==> src/rtl/vs_rr_arbiter_4x1.sv <==
// Four-requester round-robin arbiter feeding a one-entry output buffer.
// A single winner per cycle is chosen by scanning in_valid circularly from
// a priority pointer; the accepted word lands in d_out on the same edge and
// is held until downstream takes it. Draining and accepting can share an
// edge, so a continuous stream moves one word per cycle.

// Plain 4:1 data selector used for the winner's data word.
module vs_mux_4x1 #(
  parameter int WIDTH = 8
) (
  input  logic [1:0]       sel,
  input  logic [WIDTH-1:0] d0,
  input  logic [WIDTH-1:0] d1,
  input  logic [WIDTH-1:0] d2,
  input  logic [WIDTH-1:0] d3,
  output logic [WIDTH-1:0] y
);

  // Route the selected input to the output.
  always_comb begin
    // NOTE: assigning a default before the case guarantees y is driven on
    // every path, so no latch can be inferred.
    y = d0;
    case (sel)
      2'd0: y = d0;
      2'd1: y = d1;
      2'd2: y = d2;
      2'd3: y = d3;
      default: y = d0;
    endcase
  end

endmodule

module vs_rr_arbiter_4x1 #(
  parameter int WIDTH = 8
) (
  input  logic             clk,
  input  logic             rst_n,
  input  logic [3:0]       in_valid,
  input  logic [WIDTH-1:0] d_in_0,
  input  logic [WIDTH-1:0] d_in_1,
  input  logic [WIDTH-1:0] d_in_2,
  input  logic [WIDTH-1:0] d_in_3,
  output logic [3:0]       in_ready,
  output logic [WIDTH-1:0] d_out,
  output logic             out_valid,
  input  logic             out_ready,
  output logic [1:0]       out_src
);

  typedef enum logic {
    EMPTY = 1'b0,
    FULL  = 1'b1
  } state_t;

  state_t           state_q;
  state_t           state_d;
  logic [1:0]       ptr_q;
  logic [1:0]       winner;
  logic [1:0]       scan_idx;
  logic             grant_any;
  logic             can_accept;
  logic             accept;
  logic [WIDTH-1:0] sel_data;

  assign out_valid  = (state_q == FULL);
  assign can_accept = !out_valid || out_ready;

  // Find the first requesting index at or above ptr_q, wrapping modulo 4.
  always_comb begin
    winner    = ptr_q;
    grant_any = 1'b0;
    scan_idx  = ptr_q;
    for (int k = 0; k < 4; k++) begin
      scan_idx = ptr_q + 2'(k);
      if (!grant_any && in_valid[scan_idx]) begin
        winner    = scan_idx;
        grant_any = 1'b1;
      end
    end
  end

  // A grant exists only when the buffer can take a word and reset is released;
  // gating with rst_n keeps in_ready quiet while the block is held in reset.
  assign accept   = rst_n && can_accept && grant_any;
  assign in_ready = accept ? (4'b0001 << winner) : 4'b0000;

  vs_mux_4x1 #(
    .WIDTH (WIDTH)
  ) u_mux (
    .sel (winner),
    .d0  (d_in_0),
    .d1  (d_in_1),
    .d2  (d_in_2),
    .d3  (d_in_3),
    .y   (sel_data)
  );

  // Buffer occupancy: an accept always fills, a drain alone empties.
  always_comb begin
    state_d = state_q;
    if (accept) begin
      state_d = FULL;
    end else if (out_valid && out_ready) begin
      state_d = EMPTY;
    end
  end

  // Occupancy state register.
  always_ff @(posedge clk or negedge rst_n) begin
    if (!rst_n) begin
      state_q <= EMPTY;
    end else begin
      // NOTE: non-blocking assignments here so every register samples the
      // pre-edge values, independent of block ordering.
      state_q <= state_d;
    end
  end

  // Data word, source index and priority pointer update only on accept.
  always_ff @(posedge clk or negedge rst_n) begin
    if (!rst_n) begin
      // NOTE: the data register is reset as well so a discarded word never
      // remains visible on d_out after reset.
      d_out   <= '0;
      out_src <= 2'd0;
      ptr_q   <= 2'd0;
    end else if (accept) begin
      d_out   <= sel_data;
      out_src <= winner;
      ptr_q   <= winner + 2'd1;
    end
  end

endmodule

==> config.mk <==
export PLATFORM = sky130hd
export DESIGN_NAME = vs_rr_arbiter_4x1
export DESIGN_NICKNAME = d
export VERILOG_FILES = /design/src/rtl/vs_rr_arbiter_4x1.sv
export SDC_FILE = /design/constraint.sdc
export NUM_CORES = 1
export LEC_CHECK = 0
export ABC_CLOCK_PERIOD_IN_PS = 2100
export BUFFER_PORTS_ARGS = -buffer_cell sky130_fd_sc_hd__clkbuf_2
export CELL_PAD_IN_SITES_DETAIL_PLACEMENT = 1
export CELL_PAD_IN_SITES_GLOBAL_PLACEMENT = 1
export CORE_ASPECT_RATIO = 1.1
export CORE_UTILIZATION = 28
export CTS_CLUSTER_DIAMETER = 200
export DETAILED_ROUTE_END_ITERATION = 10
export GPL_ROUTABILITY_DRIVEN = 1
export GPL_TIMING_DRIVEN = 0
export PLACE_DENSITY = 0.81
export RECOVER_POWER = 50
export SYNTH_ARGS = -nofsm -noshare
export SYNTH_HDL_FRONTEND = slang
export SYNTH_SLANG_ARGS = --single-unit
export TNS_END_PERCENT = 10
==> constraint.sdc <==
create_clock -name clk -period 2.1 [get_ports clk]
set_input_delay 0.42 -clock clk [delete_from_list [all_inputs] [get_ports clk]]
set_output_delay 0.42 -clock clk [all_outputs]
set_load 0.005 [all_outputs]
; ---- Yosys cells after proc, flatten, opt, wreduce, memory -nomap -nowiden
; Index checks and enable logic that the tools add are counted.
; W data, S select, Z words.
[word_totals]
rom_bits = 0
latchBits = 0
reg_bits = 13
in_bits = 39
mem_count = 0
ram_bits = 0
[classes]
n_eq_ne = 3
add_sub_neg = 4
n_shift = 1
div = 0
mux = 19
reduce_logical = 13
multipliers = 0
bitwise = 0
order_cmp = 4
[ops]
columns = cell, count
row1 = $pmux W8 S4, 1
row2 = $lt A2 B3 Y1 const B, 4
row3 = $mux W1, 10
row4 = $bmux W1 S2, 4
row5 = $logic_and A1 B1 Y1, 6
row6 = $mux W2, 3
row7 = $add A2 B1 Y2 const B, 2
row8 = $add A2 B2 Y2 const B, 2
row9 = $eq A2 B2 Y1 const B, 2
row10 = $logic_not A1 Y1, 4
row11 = $mux W4, 1
row12 = $shl A1 B2 Y4 const A, 1
row13 = $eq A2 B1 Y1 const B, 1
row14 = $logic_not A2 Y1, 1
row15 = $reduce_bool A2 Y1, 1
row16 = $logic_or A1 B1 Y1, 1

; ---- Logic depth before layout (Yosys ltp)
; Gate-level depths: netlist of the first run.
[logic_depth]
ltp_word = 14
depth_mapped = 8
depth_no_buf = 7

; ---- Hierarchy
; Synthesis of the first run repeated with hierarchy kept, for this count alone.
[hier_totals]
hier_cells = 75
area_unflattened_um2 = 922.1
[modules_own_cells]
columns = mod, n_inst, cells_each, area_per_inst_um2
row1 = vs_rr_arbiter_4x1, 1, 65, 725.7
row2 = vs_mux_4x1, 1, 10, 196.4

; ---- Least setup slack after synthesis of the first run
; OpenSTA, ideal clock, no wires.
[synth_timing]
path_kind = in2reg
start = input port in_valid[2]
end = register d_out[7]
stages = 8
arrival_ps = 2220
setup_ps = 125
path_buffers = 1
path_slack_ps = -245
cell_sequence = nor2b_1 -> a221o_1 -> or2_2 -> ha_1 -> clkbuf_1 -> a222oi_1 -> mux2i_1 -> mux2_4
[synth_via]
elab_chain_cells = 14
elab_cells_between_ends = 27
[synth_lines]
columns = item, line_no
row1 = start: declaration, 40  ; input logic [3:0] in_valid,
row2 = $bmux W1 S2, 77  ; if (!grant_any && in_valid[scan_idx]) begin
row3 = $mux W1 (not written as such), 77
row4 = $mux W1, 77
row5 = $logic_not A1 Y1, 77
row6 = $logic_and A1 B1 Y1, 77
row7 = $mux W1, 77
row8 = $logic_not A1 Y1, 77
row9 = $logic_and A1 B1 Y1, 77
row10 = $mux W1, 77
row11 = $logic_not A1 Y1, 77
row12 = $logic_and A1 B1 Y1, 77
row13 = $mux W2, 77
row14 = "$eq A2 B2 Y1, or another cell as far along", 24  ; case (sel)
row15 = $pmux W8 S4, 24
row16 = end signal: assignment, 130  ; d_out <= sel_data;
row17 = end: declaration, 46  ; output logic [WIDTH-1:0] d_out,
; Several ways; a longest one is shown, not always the timed one. The select of a mux whose other input is x is not followed.
; A chain may end at the register's enable or synchronous reset.

; ---- Final worst setup path of the first run
[layout_timing]
start = register ptr_q[0]
end = output port in_ready[2]
[layout_via]
elab_chain_cells = 14
elab_cells_between_ends = 27
[layout_lines]
columns = item, line_no
row1 = start: declaration, 59  ; logic [1:0] ptr_q;
row2 = start signal: assignment, 132  ; ptr_q <= winner + 2'd1;
row3 = branches (longest 13 deep; another with $add A2 B1 Y2), -
row4 = $mux W4 (*), 87  ; assign in_ready = accept ? (4'b0001 << winner) : 4'b0000;
row5 = end: declaration, 45  ; output logic [3:0] in_ready,
; Mark *: on every way between the ends. The select of a mux whose other input is x is not followed.

==> results of run 1 <==
routing by layer:
layer,vias to the layer above,global-route usage (%)
met3,4,4.11
met4,0,4.46
met1,466,18.9
met2,50,32.0
met5,-,0
li1,444,-
stage by stage:
| step | setup slack (ns) | setup TNS (ns) | power (mW) |
|---|---|---|---|
| detailed placement | -0.685 | -6.34 | 1.22 |
| finish | -0.242 | -2.26 | 1.48 |
| global route | -0.346 | -3.50 | 1.60 |
| global placement | -0.599 | -5.51 | 1.16 |
| floorplan | -0.132 | -1.05 | 0.928 |
| CTS | -0.233 | -2.38 | 1.48 |
registers in the layout, indices dropped and copies added, names as in the netlist:
name,count
out_src,2
d_out,8
out_valid,1
ptr_q,2
power by group through the flow:
stage	sequential [mW]	clock, mW	combinational, mW
6_report	0.430	0.162	0.888
5_1_grt	0.445	0.181	0.973
4_1_cts	0.429	0.164	0.890
3_5_place_dp	0.435	0	0.780
3_3_place_gp	0.421	0	0.739
2_1_floorplan	0.427	0	0.501
cells by family after synthesis:
logic type | synth area share, %
and+or+nand+nor | 12.0
adders and majority gates | 6.54
muxes | 21.3
AOI/OAI and AO/OA | 19.9
DFF | 34.0
buffers and inverters | 6.27
worst paths after layout:
check	end	cells past startpoint	startpoint
hold / removal	out_src[0]	1	rst_n
max in group asynchronous	ptr_q[1]	1	rst_n
hold reg to reg	d_out[7]	1	d_out[7]
setup / recovery	in_ready[2]	6	ptr_q[0]
min in group clk	out_valid	3	out_ready
setup reg to reg	d_out[3]	8	ptr_q[0]
what timing repair did:
action / CTS / global route
hold endpoints to repair: 0 / 0
buffers inserted: 3 / 1
pin swaps: 10 / 4
gates resized for setup: 13 / 2
setup endpoints to repair: 12 / 12
gates cloned: 0 / 0
critical path, cell delays in order, from the launching register on:
cell      delay (ns)
dfrtp_1         0.44
o22ai_1         0.11
a221o_1         0.37
or2_4           0.28
ha_4            0.19
and2_4          0.14
clkbuf_2        0.10
layout by cell type (no fill, tap or decap), types with 3 or more instances in the layout:
cell	n
nor2b_1	4
dfrtp_1	12
clkbuf_2	53
buf_4	3
inv_1	9
ha_4	3
mux2_2	3
and2_1	3
clkbuf_4	3
mux2_4	6
a222oi_1	8
mux2i_1	8
final cells by class:
| class | count | share of cell area (%) |
|---|---|---|
| multi-input cells | 62 | 47.1 |
| plain buffers | 1 | 0.805 |
| inverters | 9 | 2.42 |
| clock buffers | 4 | 1.88 |
| flip-flops and latches | 13 | 23.3 |
| repair buffers | 57 | 21.4 |
| well taps | 34 | 3.04 |
==> key figures, run 1 <==
Layout
  • Multi-input gate area: ~660 sq um
  • Fin cells: 180
  • Area added between synthesis and finish: 46.1%
  • Nets@finish: 191
  • Fraction of layout cells with a size suffix above 1: slightly below 60%
  • Final core utilization: between 40 and 50%
  • Fillers: 368
  • FF/Latch Area: about 330 sq um
  • Ant. Diodes: 0
  • Final Cell Area: approximately 1400 sq um

Worst setup path
  • Worst setup EP type: output pin
  • Worst Path Arrival: around 1.9 ns
  • Critical Path RT: 1.68 ns
  • CP max FO: 6
  • Reg2Reg Setup Slack: -0.22 ns
  • WS Path Type: reg2out
  • CP startpoint kind: register

Detailed routing
  • Met1 wire length: between 1000 and 1500 um
  • Drc violations: 10
  • DR pass1 iterations: 7
  • Highest routed layer: met4
  • Metal2 WL: between 1000 and 1500 um
  • Met3 WL post-DR: ~280 um
  • DRT iter0 DRCs: 52
  • DRT antenna net count: 0
  • DR vias: a little under 1,000
  • Final WL: a little under 3000 um
  • Vias per cell: ~5.4
  • WL per Instance: 16.3 um

Timing
  • Final setup viols: 12
  • Final hold violation count: 0
  • Final Worst Setup Slack: -0.242 ns
  • Slew Viols, Final: 0
  • RSZ-0062 raised after global routing: yes
  • Worst-Margin Slew: between 0.4 and 0.5 ns
  • Tmin final: 2.34 ns
  • Period utilization: 112%
  • Relative slew margins: a little under three quarters
  • Fin Hold WS: 0.0387 ns
  • Setup Skew: around 0.013 ns
  • Maximum clock rate: approximately 430 MHz

Synthesis
  • EDFF count, synth: 0
  • Most frequent cell after synthesis: dfrtp_1
  • Synth Flop Type: dfrtp_1
  • Mapped Cells: 89
  • Post-synth top area share: about a third
  • FFs w/ async S/R, synth: 100%
  • Commonest cells in the netlist: dfrtp_1 (13), inv_1 (9), a222oi_1 (8), mux2i_1 (8), mux2_4 (6)
  • Post-synthesis cell type with the largest combined area: dfrtp_1
  • Syn nets: 133
  • Register area share after synthesis: between 30% and 40%
  • Yosys reg bits: 13
  • Netlist cell types: 28
  • Synthesized area per cell: 10.8 sq um
  • Cell Area, Synth: 957 sq um
  • Yosys warnings: 0
  • Synth top area cells: dfrtp_1 (34%), mux2_4 (9.4%), a222oi_1 (8.4%)

Pwr
  • VDD IR max: roughly 0.42 mV
  • PD cells: 1060 nW/um^2
  • Gate power share: between 60% and 70%
  • Internal Power: between 0.9 and 1 mW
  • Clock network fraction of total power: 10.9%
  • Leak: 0.708 nW
  • Sequential group share of total power: approximately 29%
  • Net switching power figure: between 0.5 and 0.6 mW
  • Switching part of the total power: between 30% and 40%

Clocking
  • Clock transition at path regs: 0.09 ns
  • TritonCTS clock tree: yes
  • Max clock buf depth: 2
  • Root buffer cell: clkbuf_4
  • CTS sink count: 13
  • H-Tree Depth: 1
  • Worst-Skew Late Latency: between 0.2 and 0.3 ns
  • TritonCTS Buffers: 3
  • Cts hold-fix bufs: 0

GRT
  • Total GRT Usage: 17.1%
  • First-pass GRT wire length: 4800 um
  • Vias in the first global route: between 1,000 and 1,500
  • Largest net degree at the start of global routing: 15
  • Initial antenna violation count: 0
  • Total grt overflow: 0

Place
  • GP Congestion: between 0.7 and 0.8
  • Detailed Place HPWL: between 2000 and 2500 um
  • Placed Area: approximately 1300 sq um
  • DP Cell Count: 176
  • Port Buffers: 53

Outcome
  • Status: finished, violations left
  • Failing checks: design-rule violations, negative setup slack

Job
  • Max Cap Viol: 0

Floorplanning
  • Die span in x: around 58 um
  • Die extent in y: 63.3 um
  • Row count: 21
  • Core area: ~3200 sq um
  • DIE AREA: 3660 sq um
  • Ports: 54
  • Initial core utilization: a little under a third

Hold path
  • Worst min-delay path class: in2async
Note: power is estimated with default switching activity, not from simulation.
==> run 2: changes to the inputs <==
SYNTH_HIERARCHICAL = 1   (was unset)
==> run 2 against run 1 <==
The flow finishes with violations (design-rule violations). Area after synthesis decreased by 3.7%. First-iteration DRC count down 69%. Via count decreased by 8.7%. Clock power hardly changed. Flip-flop and latch count stayed put. Sequential power grew 3%. Power fell by 9.6%. Largest power group unchanged.
==> key figures, run 2 <==
GRT
  • Total GRT Usage: 15.8% (-1.3 points)
  • Largest net degree at the start of global routing: 15 (unchanged)
  • Initial antenna violation count: 0 (unchanged)
  • First-pass GRT wire length: 4240 um (-12%)
  • Vias in the first global route: 970 (-5.1%)
  • Total grt overflow: 0 (unchanged)

Place
  • Detailed Place HPWL: 2080 um (-9.0%)
  • GP Congestion: 0.754 (+0.56%)
  • Port Buffers: 52 (-1.9%)
  • Placed Area: 1230 sq um (-5.9%)

Layout
  • Nets@finish: 172 (-9.9%)
  • Area added between synthesis and finish: 43.7%
  • Biggest regs: d_out: 8 flops, out_src: 2 flops, ptr_q: 2 flops
  • Most common cell after layout, fill and taps aside: clkbuf_2
  • Fraction of layout cells with a size suffix above 1: 69.7% (+11 points)
  • Final Cell Area: 1330 sq um (-5.3%)
  • Top reg by flops: d_out
  • Number of flip-flops in the largest register: 8 (unchanged)
  • Most frequent cells in the layout: clkbuf_2 (51), dfrtp_1 (11), mux4_2 (8)
  • Ant. Diodes: 0 (unchanged)

Job
  • Max Cap Viol: 0 (unchanged)

Synthesis
  • XOR/XNOR share of the synthesized area: 0% (unchanged)
  • Cell Area, Synth: 922 sq um (-3.7%)
  • Yosys reg bits: 13 (unchanged)
  • EDFF count, synth: 0 (unchanged)
  • Commonest cells in the netlist: dfrtp_1 (13), mux4_2 (8), mux2_4 (6)
  • Register area share after synthesis: 35.3% (+1.3 points)
  • Mapped Cells: 75 (-16%)
  • Post-synth top area share: 35.3% (+1.3 points)
  • Synth Area in Compound Gates: 14.4% (-5.5 points)
  • Post-Synth Adder-Cell Area: 0% (-6.5 points)
  • Syn nets: 114 (-14%)
  • Post-synthesis cell type with the largest combined area: dfrtp_1
  • Synthesized area per cell: 12.3 sq um (+14%)
  • Most frequent cell after synthesis: dfrtp_1
  • Synth top area cells: dfrtp_1 (35%), mux4_2 (20%), mux2_4 (9.8%)
  • Synth Flop Type: dfrtp_1
  • FFs w/ async S/R, synth: 100% (unchanged)
  • Synth Area in Simple Gates: 11.5% (-0.49 points)
  • Largest family of logic cells by synthesized area: multiplexers
  • Mux cell area share after synthesis: 33.0% (+12 points)
  • Netlist cell types: 27 (-3.6%)
  • Yosys warnings: 6 (+6)

Worst setup path
  • Critical path startpoint: in_valid[3]
  • Worst r2r src: ptr_q[0]
  • WS Path Type: in2out
  • Worst Path Arrival: 1.63 ns (-0.29 ns)
  • Worst setup EP type: output pin
  • CP startpoint kind: primary input
  • Critical Path RT: 1.68 ns (about the same)
  • CP max FO: 7 (+1)
  • R2r worst-path depth: 7 (-1)

Floorplanning
  • Row count: 21 (unchanged)
  • Ports: 54 (unchanged)
  • Die span in x: 56.7 um (-1.8%)
  • Die extent in y: 62.2 um (-1.8%)
  • Core area: 3100 sq um (-1.7%)
  • DIE AREA: 3530 sq um (-3.5%)
  • Initial core utilization: 29.7% (-0.62 points)

Detailed routing
  • DR vias: 880 (-8.7%)
  • Vias per cell: 5.30 (-1.0%)
  • DR pass1 iterations: 7 (unchanged)
  • WL per Instance: 15.6 um (-4.4%)
  • DRT antenna net count: 0 (unchanged)
  • Final WL: 2590 um (-12%)
  • DRT iter0 DRCs: 16 (-69%)
  • Drc violations: 2 (-8)

Clocking
  • TritonCTS clock tree: yes
  • Root buffer cell: clkbuf_4
  • Clock transition at path regs: 0.09 ns (about the same)
  • CTS sink count: 13 (unchanged)
  • Worst-Skew Late Latency: 0.29 ns (about the same)
  • Max clock buf depth: 2 (unchanged)
  • TritonCTS Buffers: 3 (unchanged)
  • Cts hold-fix bufs: 0 (unchanged)
  • H-Tree Depth: 1 (unchanged)

Timing
  • Final setup viols: 0 (-12)
  • Worst-Margin Slew: 0.349 ns (-0.0805 ns)
  • Period utilization: 97.4% (-14 points)
  • Tmin final: 2.05 ns (-0.296 ns)
  • RSZ-0062 raised after global routing: yes
  • Fin Hold WS: 0.00234 ns (-0.0363 ns)
  • Slew Viols, Final: 0 (unchanged)
  • Relative slew margins: 76.6% (+5.4 points)
  • Final hold violation count: 0 (unchanged)
  • Setup TNS: 0 ns (+2.26 ns)
  • Setup Skew: 0.00697 ns (-0.00608 ns)
  • Maximum clock rate: 489 MHz (+14%)

Pwr
  • Net switching power figure: 0.471 mW (-17%)
  • Total power: 1.34 mW (-9.6%)
  • Leak: 0.636 nW (-10%)
  • PD cells: 1010 nW/um^2 (-4.6%)
  • Internal Power: 0.867 mW (-5.0%)
  • Clock network fraction of total power: 12.2% (+1.3 points)
  • Sequential group share of total power: 33.3% (+4.3 points)
  • Switching part of the total power: 35.2% (-3.1 points)
  • Gate power share: 54.5% (-5.5 points)
  • VDD IR max: 0.382 mV (-8.3%)

Outcome
  • Status: finished, violations left
  • Failing checks: design-rule violations

Hold path
  • Worst min-delay path class: in2async
-- run 2: changes by cell type in the layout (fill, tap and decap cells not counted), sizes merged, moves of 3 or more --
cell    previous run  this run
a21oi              0         5
mux2i              8         0
and2               4         0
a222oi             8         0
mux4               0         8
inv                9         3
ha                 5         0
nor2b              5         2
-- run 2: worst max-delay path, stage by stage --
cell	delay (ns)
buf_2	0.18
and2b_1	0.25
a21oi_1	0.26
o2bb2ai_4	0.19
and3_4	0.22
clkbuf_2	0.11
-- run 2: worst paths after layout --
path | slack [ns] | endpoint
min in group clk | 0.43 | out_valid
min | 0.002 | d_out[7]
max | 0.05 | in_ready[3]
min reg2reg | 0.52 | d_out[5]
max in group asynchronous | 1.88 | ptr_q[1]
max reg2reg | 0.09 | d_out[5]
-- run 2: stage by stage --
step	util [%]	setup WS [ns]	cells
floorplan	-	0.0638	75
global placement	39.5	-0.268	161
detailed placement	39.5	-0.347	161
CTS	41.6	0.0199	166
global route	42.7	-0.0342	166
finish	42.7	0.0539	166
-- run 2: layout make-up --
| type | count | area (sq um) |
|---|---|---|
| buffer | 4 | 47.5 |
| clock buffer | 4 | 26.3 |
| fill | 358 | 1780 |
| inverter | 3 | 11.3 |
| multi-input combinational | 54 | 592 |
| sequential | 13 | 328 |
| tap | 34 | 42.5 |
| timing repair buffer | 54 | 278 |
-- run 2: timing repair --
item                       CTS  global route
buffers inserted             1             1
pin swaps                    2             3
gates resized for setup     10             8
setup endpoints to repair   12            12
-- run 2: power by group through the flow --
stage	Sequential (mW)	Combinational, mW	Clock, mW
after floorplan	0.430	0.436	0
after global placement	0.425	0.644	0
after detailed placement	0.434	0.670	0
after CTS	0.425	0.727	0.168
after global routing	0.461	0.790	0.178
final	0.445	0.730	0.163
-- run 2: metal layers --
layer	vias to the layer above	global-route usage, %	share of wire, %
met2	43	29.8	55
met4	0	8.75	2.8
met1	431	15.4	35
met3	7	3.75	7.2
li1	399	-	-
met5	-	0	0
-- run 2: kinds of logic (layout without fill, tap and decap cells) --
logic type | after synthesis | after routing
DFF | 13 | 13
AOI/OAI and AO/OA | 17 | 17
muxes | 17 | 17
buffers and inverters | 8 | 65
and+or+nand+nor | 20 | 20
==> run 3: changes to the inputs <==
ABC_AREA = 1   (was unset)
CORE_UTILIZATION = 29   (was 28)
PLACE_DENSITY = 0.83   (was 0.81)
RECOVER_POWER = unset   (was 50)
SKIP_LAST_GASP = 1   (was unset)
==> run 3 against run 2 <==
The run ends with negative setup slack left. First-iteration DRC count rose to 4.1 times the previous value. Via count is 81% higher. Sequential power increased by 0.9%. Critical path depth up 8. Critical endpoint unchanged. Largest cell class unchanged. Highest routed layer unchanged.
==> key figures, run 3 <==
Clocking
  • Worst-Skew Late Latency: 0.24 ns (-0.05 ns)
  • TritonCTS Buffers: 3 (unchanged)
  • CTS sink count: 13 (unchanged)
  • TritonCTS clock tree: yes
  • Clock transition at path regs: 0.06 ns (-0.03 ns)
  • H-Tree Depth: 1 (unchanged)
  • Cts hold-fix bufs: 0 (unchanged)
  • Root buffer cell: clkbuf_8
  • Max clock buf depth: 2 (unchanged)

Worst setup path
  • Critical Path RT: 1.68 ns (about the same)
  • Reg-to-Reg End: d_out[6]
  • Critical path cell sequence: inv_2 -> buf_6 -> nand2_1 -> nand2_1 -> nand2_1 -> nand2_2 -> nand3_4 -> clkinv_1 -> nand2_1 -> nand3_2 -> nand2_4 -> nand2_4 -> nor2_2 -> clkbuf_2
  • Reg2Reg Setup Slack: -0.19 ns (-0.28 ns)
  • Crit path depth: 14 (+8)
  • R2r worst-path depth: 18 (+11)
  • Worst r2r src: ptr_q[0]
  • Worst path bufs/invs: 4 (+2)
  • CP peak stage delay: 0.43 ns (+0.17 ns)
  • WS Path Type: reg2out
  • CP max FO: 8 (+1)
  • CP max-delay cell: dfrtp_1
  • CP startpoint kind: register
  • Delay-heaviest family, CP: simple AND/OR/NAND/NOR gates
  • Worst setup EP type: output pin
  • Worst Path Arrival: 2.00 ns (+0.37 ns)
  • Crit path top cell by count: nand2_1

Outcome
  • Status: finished, violations left
  • Failing checks: negative setup slack

Timing
  • Final Worst Setup Slack: -0.317 ns (-0.371 ns)
  • Maximum clock rate: 414 MHz (-15%)
  • Period utilization: 115% (+18 points)
  • Tmin final: 2.42 ns (+0.371 ns)
  • Slew Viols, Final: 0 (unchanged)
  • Final setup viols: 12 (+12)
  • RSZ-0062 raised after global routing: yes
  • Worst-Margin Slew: 0.347 ns (-0.00207 ns)
  • Setup Skew: 0.00419 ns (-0.00277 ns)
  • Relative slew margins: 76.9% (+0.22 points)
  • Final hold violation count: 0 (unchanged)

Synthesis
  • Synthesized area per cell: 6.53 sq um (-47%)
  • Mapped Cells: 197 (+160%)
  • Synth Area in Simple Gates: 62.7% (+51 points)
  • Largest family of logic cells by synthesized area: simple AND/OR/NAND/NOR gates
  • Mux cell area share after synthesis: 0% (-33 points)
  • Commonest cells in the netlist: nand2_1 (80), nand3_1 (36), nand2_2 (15)
  • Synth Area in Compound Gates: 0.389% (-14 points)
  • EDFF count, synth: 0 (unchanged)
  • Most frequent cell after synthesis: nand2_1
  • Syn nets: 236 (+110%)
  • Register area share after synthesis: 25.3% (-10 points)
  • Yosys reg bits: 13 (unchanged)
  • Post-Synth Adder-Cell Area: 0% (unchanged)
  • XOR/XNOR share of the synthesized area: 0% (unchanged)
  • Cell Area, Synth: 1290 sq um (+39%)
  • FFs w/ async S/R, synth: 100% (unchanged)
  • Netlist cell types: 20 (-26%)
  • Post-synth top area share: 25.3% (-10 points)
  • Synth Flop Type: dfrtp_1
  • Yosys warnings: 6 (unchanged)
  • Post-synthesis cell type with the largest combined area: dfrtp_1
  • Synth top area cells: dfrtp_1 (25%), nand2_1 (23%), nand3_1 (14%)

Floorplanning
  • Initial core utilization: 30.0% (+0.27 points)
  • Core area: 4290 sq um (+38%)
  • Die extent in y: 71.9 um (+16%)
  • Die span in x: 65.5 um (+15%)
  • Ports: 54 (unchanged)
  • Row count: 25 (+19%)
  • DIE AREA: 4710 sq um (+33%)

Pwr
  • VDD IR max: 1.05 mV (+180%)
  • Leak: 1.05 nW (+65%)
  • Internal Power: 1.79 mW (+110%)
  • Clock network fraction of total power: 5.7% (-6.5 points)
  • Net switching power figure: 2.07 mW (+340%)
  • PD cells: 2050 nW/um^2 (+100%)
  • Gate power share: 82.6% (+28 points)
  • Total power: 3.87 mW (+190%)
  • Switching part of the total power: 53.7% (+18 points)
  • Sequential group share of total power: 11.6% (-22 points)

Layout
  • Nets@finish: 311 (+81%)
  • Top reg by flops: d_out
  • Biggest regs: d_out: 8 flops, out_src: 2 flops, ptr_q: 2 flops
  • Number of flip-flops in the largest register: 8 (unchanged)
  • Area added between synthesis and finish: 46.5%
  • Most common cell after layout, fill and taps aside: nand2_1
  • Most frequent cells in the layout: nand2_1 (71), clkbuf_2 (53), nand3_1 (36)
  • Fraction of layout cells with a size suffix above 1: 46.5% (-23 points)
  • Ant. Diodes: 0 (unchanged)

Detailed routing
  • DRT iter0 DRCs: 65 (+49)
  • DRT antenna net count: 0 (unchanged)
  • WL per Instance: 13.8 um (-12%)
  • Vias per cell: 4.89 (-7.8%)
  • DR pass1 iterations: 4 (-3)
  • Final WL: 4470 um (+73%)
  • DR vias: 1,589 (+81%)
  • Drc violations: 0 (-2)

Place
  • Detailed Place HPWL: 3000 um (+44%)
  • Placement Setup Slack: -0.0540 ns (+0.293 ns)
  • GP Congestion: 0.781 (+3.6%)
  • Port Buffers: 53 (+1.9%)

GRT
  • Vias in the first global route: 1,667 (+72%)
  • Initial antenna violation count: 0 (unchanged)
  • First-pass GRT wire length: 7310 um (+72%)
  • Largest net degree at the start of global routing: 15 (unchanged)
  • Total GRT Usage: 19.8% (+4.0 points)
  • Total grt overflow: 0 (unchanged)

Job
  • Max Cap Viol: 0 (unchanged)

Hold path
  • Worst min-delay path class: in2async
## run 3: final cells by class
class / count / area (sq um)
multi-input cells: 160 / 886
plain buffers: 8 / 90.1
well taps: 54 / 67.6
inverters: 16 / 70.1
flip-flops and latches: 13 / 325
repair buffers: 70 / 400
clock buffers: 4 / 45.0
fillers: 558 / 2400
## run 3: layer usage
layer	routed length, um	up-vias	GRT usage [%]
met5	0	-	0
met4	96	0	8.70
met3	186	9	3.50
met2	2500	47	37.8
met1	1690	749	20.7
li1	-	784	-
## run 3: worst max path at each step
stage,startpoint,endpoint,slack (ns)
2_1_floorplan,ptr_q[1],d_out[0],0.22
3_3_place_gp,ptr_q[1],in_ready[2],-0.05
3_5_place_dp,ptr_q[1],in_ready[3],-0.05
4_1_cts,ptr_q[0],in_ready[2],-0.20
5_1_grt,ptr_q[0],in_ready[3],-0.47
6_report,ptr_q[0],in_ready[3],-0.32
## run 3: timing repair
| item | CTS | global route |
|---|---|---|
| buffers inserted | 15 | 2 |
| pin swaps | 15 | 6 |
| setup endpoints to repair | 12 | 12 |
| gates resized for setup | 19 | 6 |
## run 3: power by group through the flow
| stage | registers [mW] | logic (mW) | clock network (mW) |
|---|---|---|---|
| after detailed placement | 0.452 | 2.55 | 0 |
| final | 0.449 | 3.19 | 0.222 |
| after floorplan | 0.451 | 1.95 | 0 |
| after global routing | 0.462 | 3.49 | 0.241 |
| after CTS | 0.446 | 3.02 | 0.225 |
| after global placement | 0.446 | 2.52 | 0 |
## run 3: logic make-up (layout without fill, tap and decap cells)
| family | count (synthesis) | in the layout |
|---|---|---|
| buf+inv | 24 | 98 |
| flops | 13 | 13 |
| compound gates | 1 | 1 |
| simple gates | 159 | 159 |
## run 3: worst reg2reg max path: stages (launching register included)
cell	delay, ns
dfrtp_1	0.43
inv_2	0.13
buf_6	0.14
nand2_1	0.06
nand2_1	0.06
nand2_1	0.07
nand2_2	0.12
nand3_4	0.10
clkinv_1	0.08
nand2_1	0.07
nand3_2	0.10
nand2_4	0.09
buf_4	0.14
buf_6	0.13
buf_6	0.14
nand3_1	0.08
nand4_1	0.10
nand2_1	0.09
nand2_1	0.06
## run 3: through the flow
stage | util (%) | instances | hold slack [ns] | area [sq um] | TNS (ns)
after floorplan | - | 197 | 0.124 | 1290 | 0
after global placement | 37.8 | 304 | 0.337 | 1620 | -0.0718
after detailed placement | 37.8 | 304 | 0.340 | 1620 | -0.320
after CTS | 43.2 | 323 | 0.0857 | 1850 | -1.34
after global routing | 44.0 | 325 | 0.0882 | 1880 | -4.19
final | 44.0 | 325 | 0.0720 | 1880 | -2.37
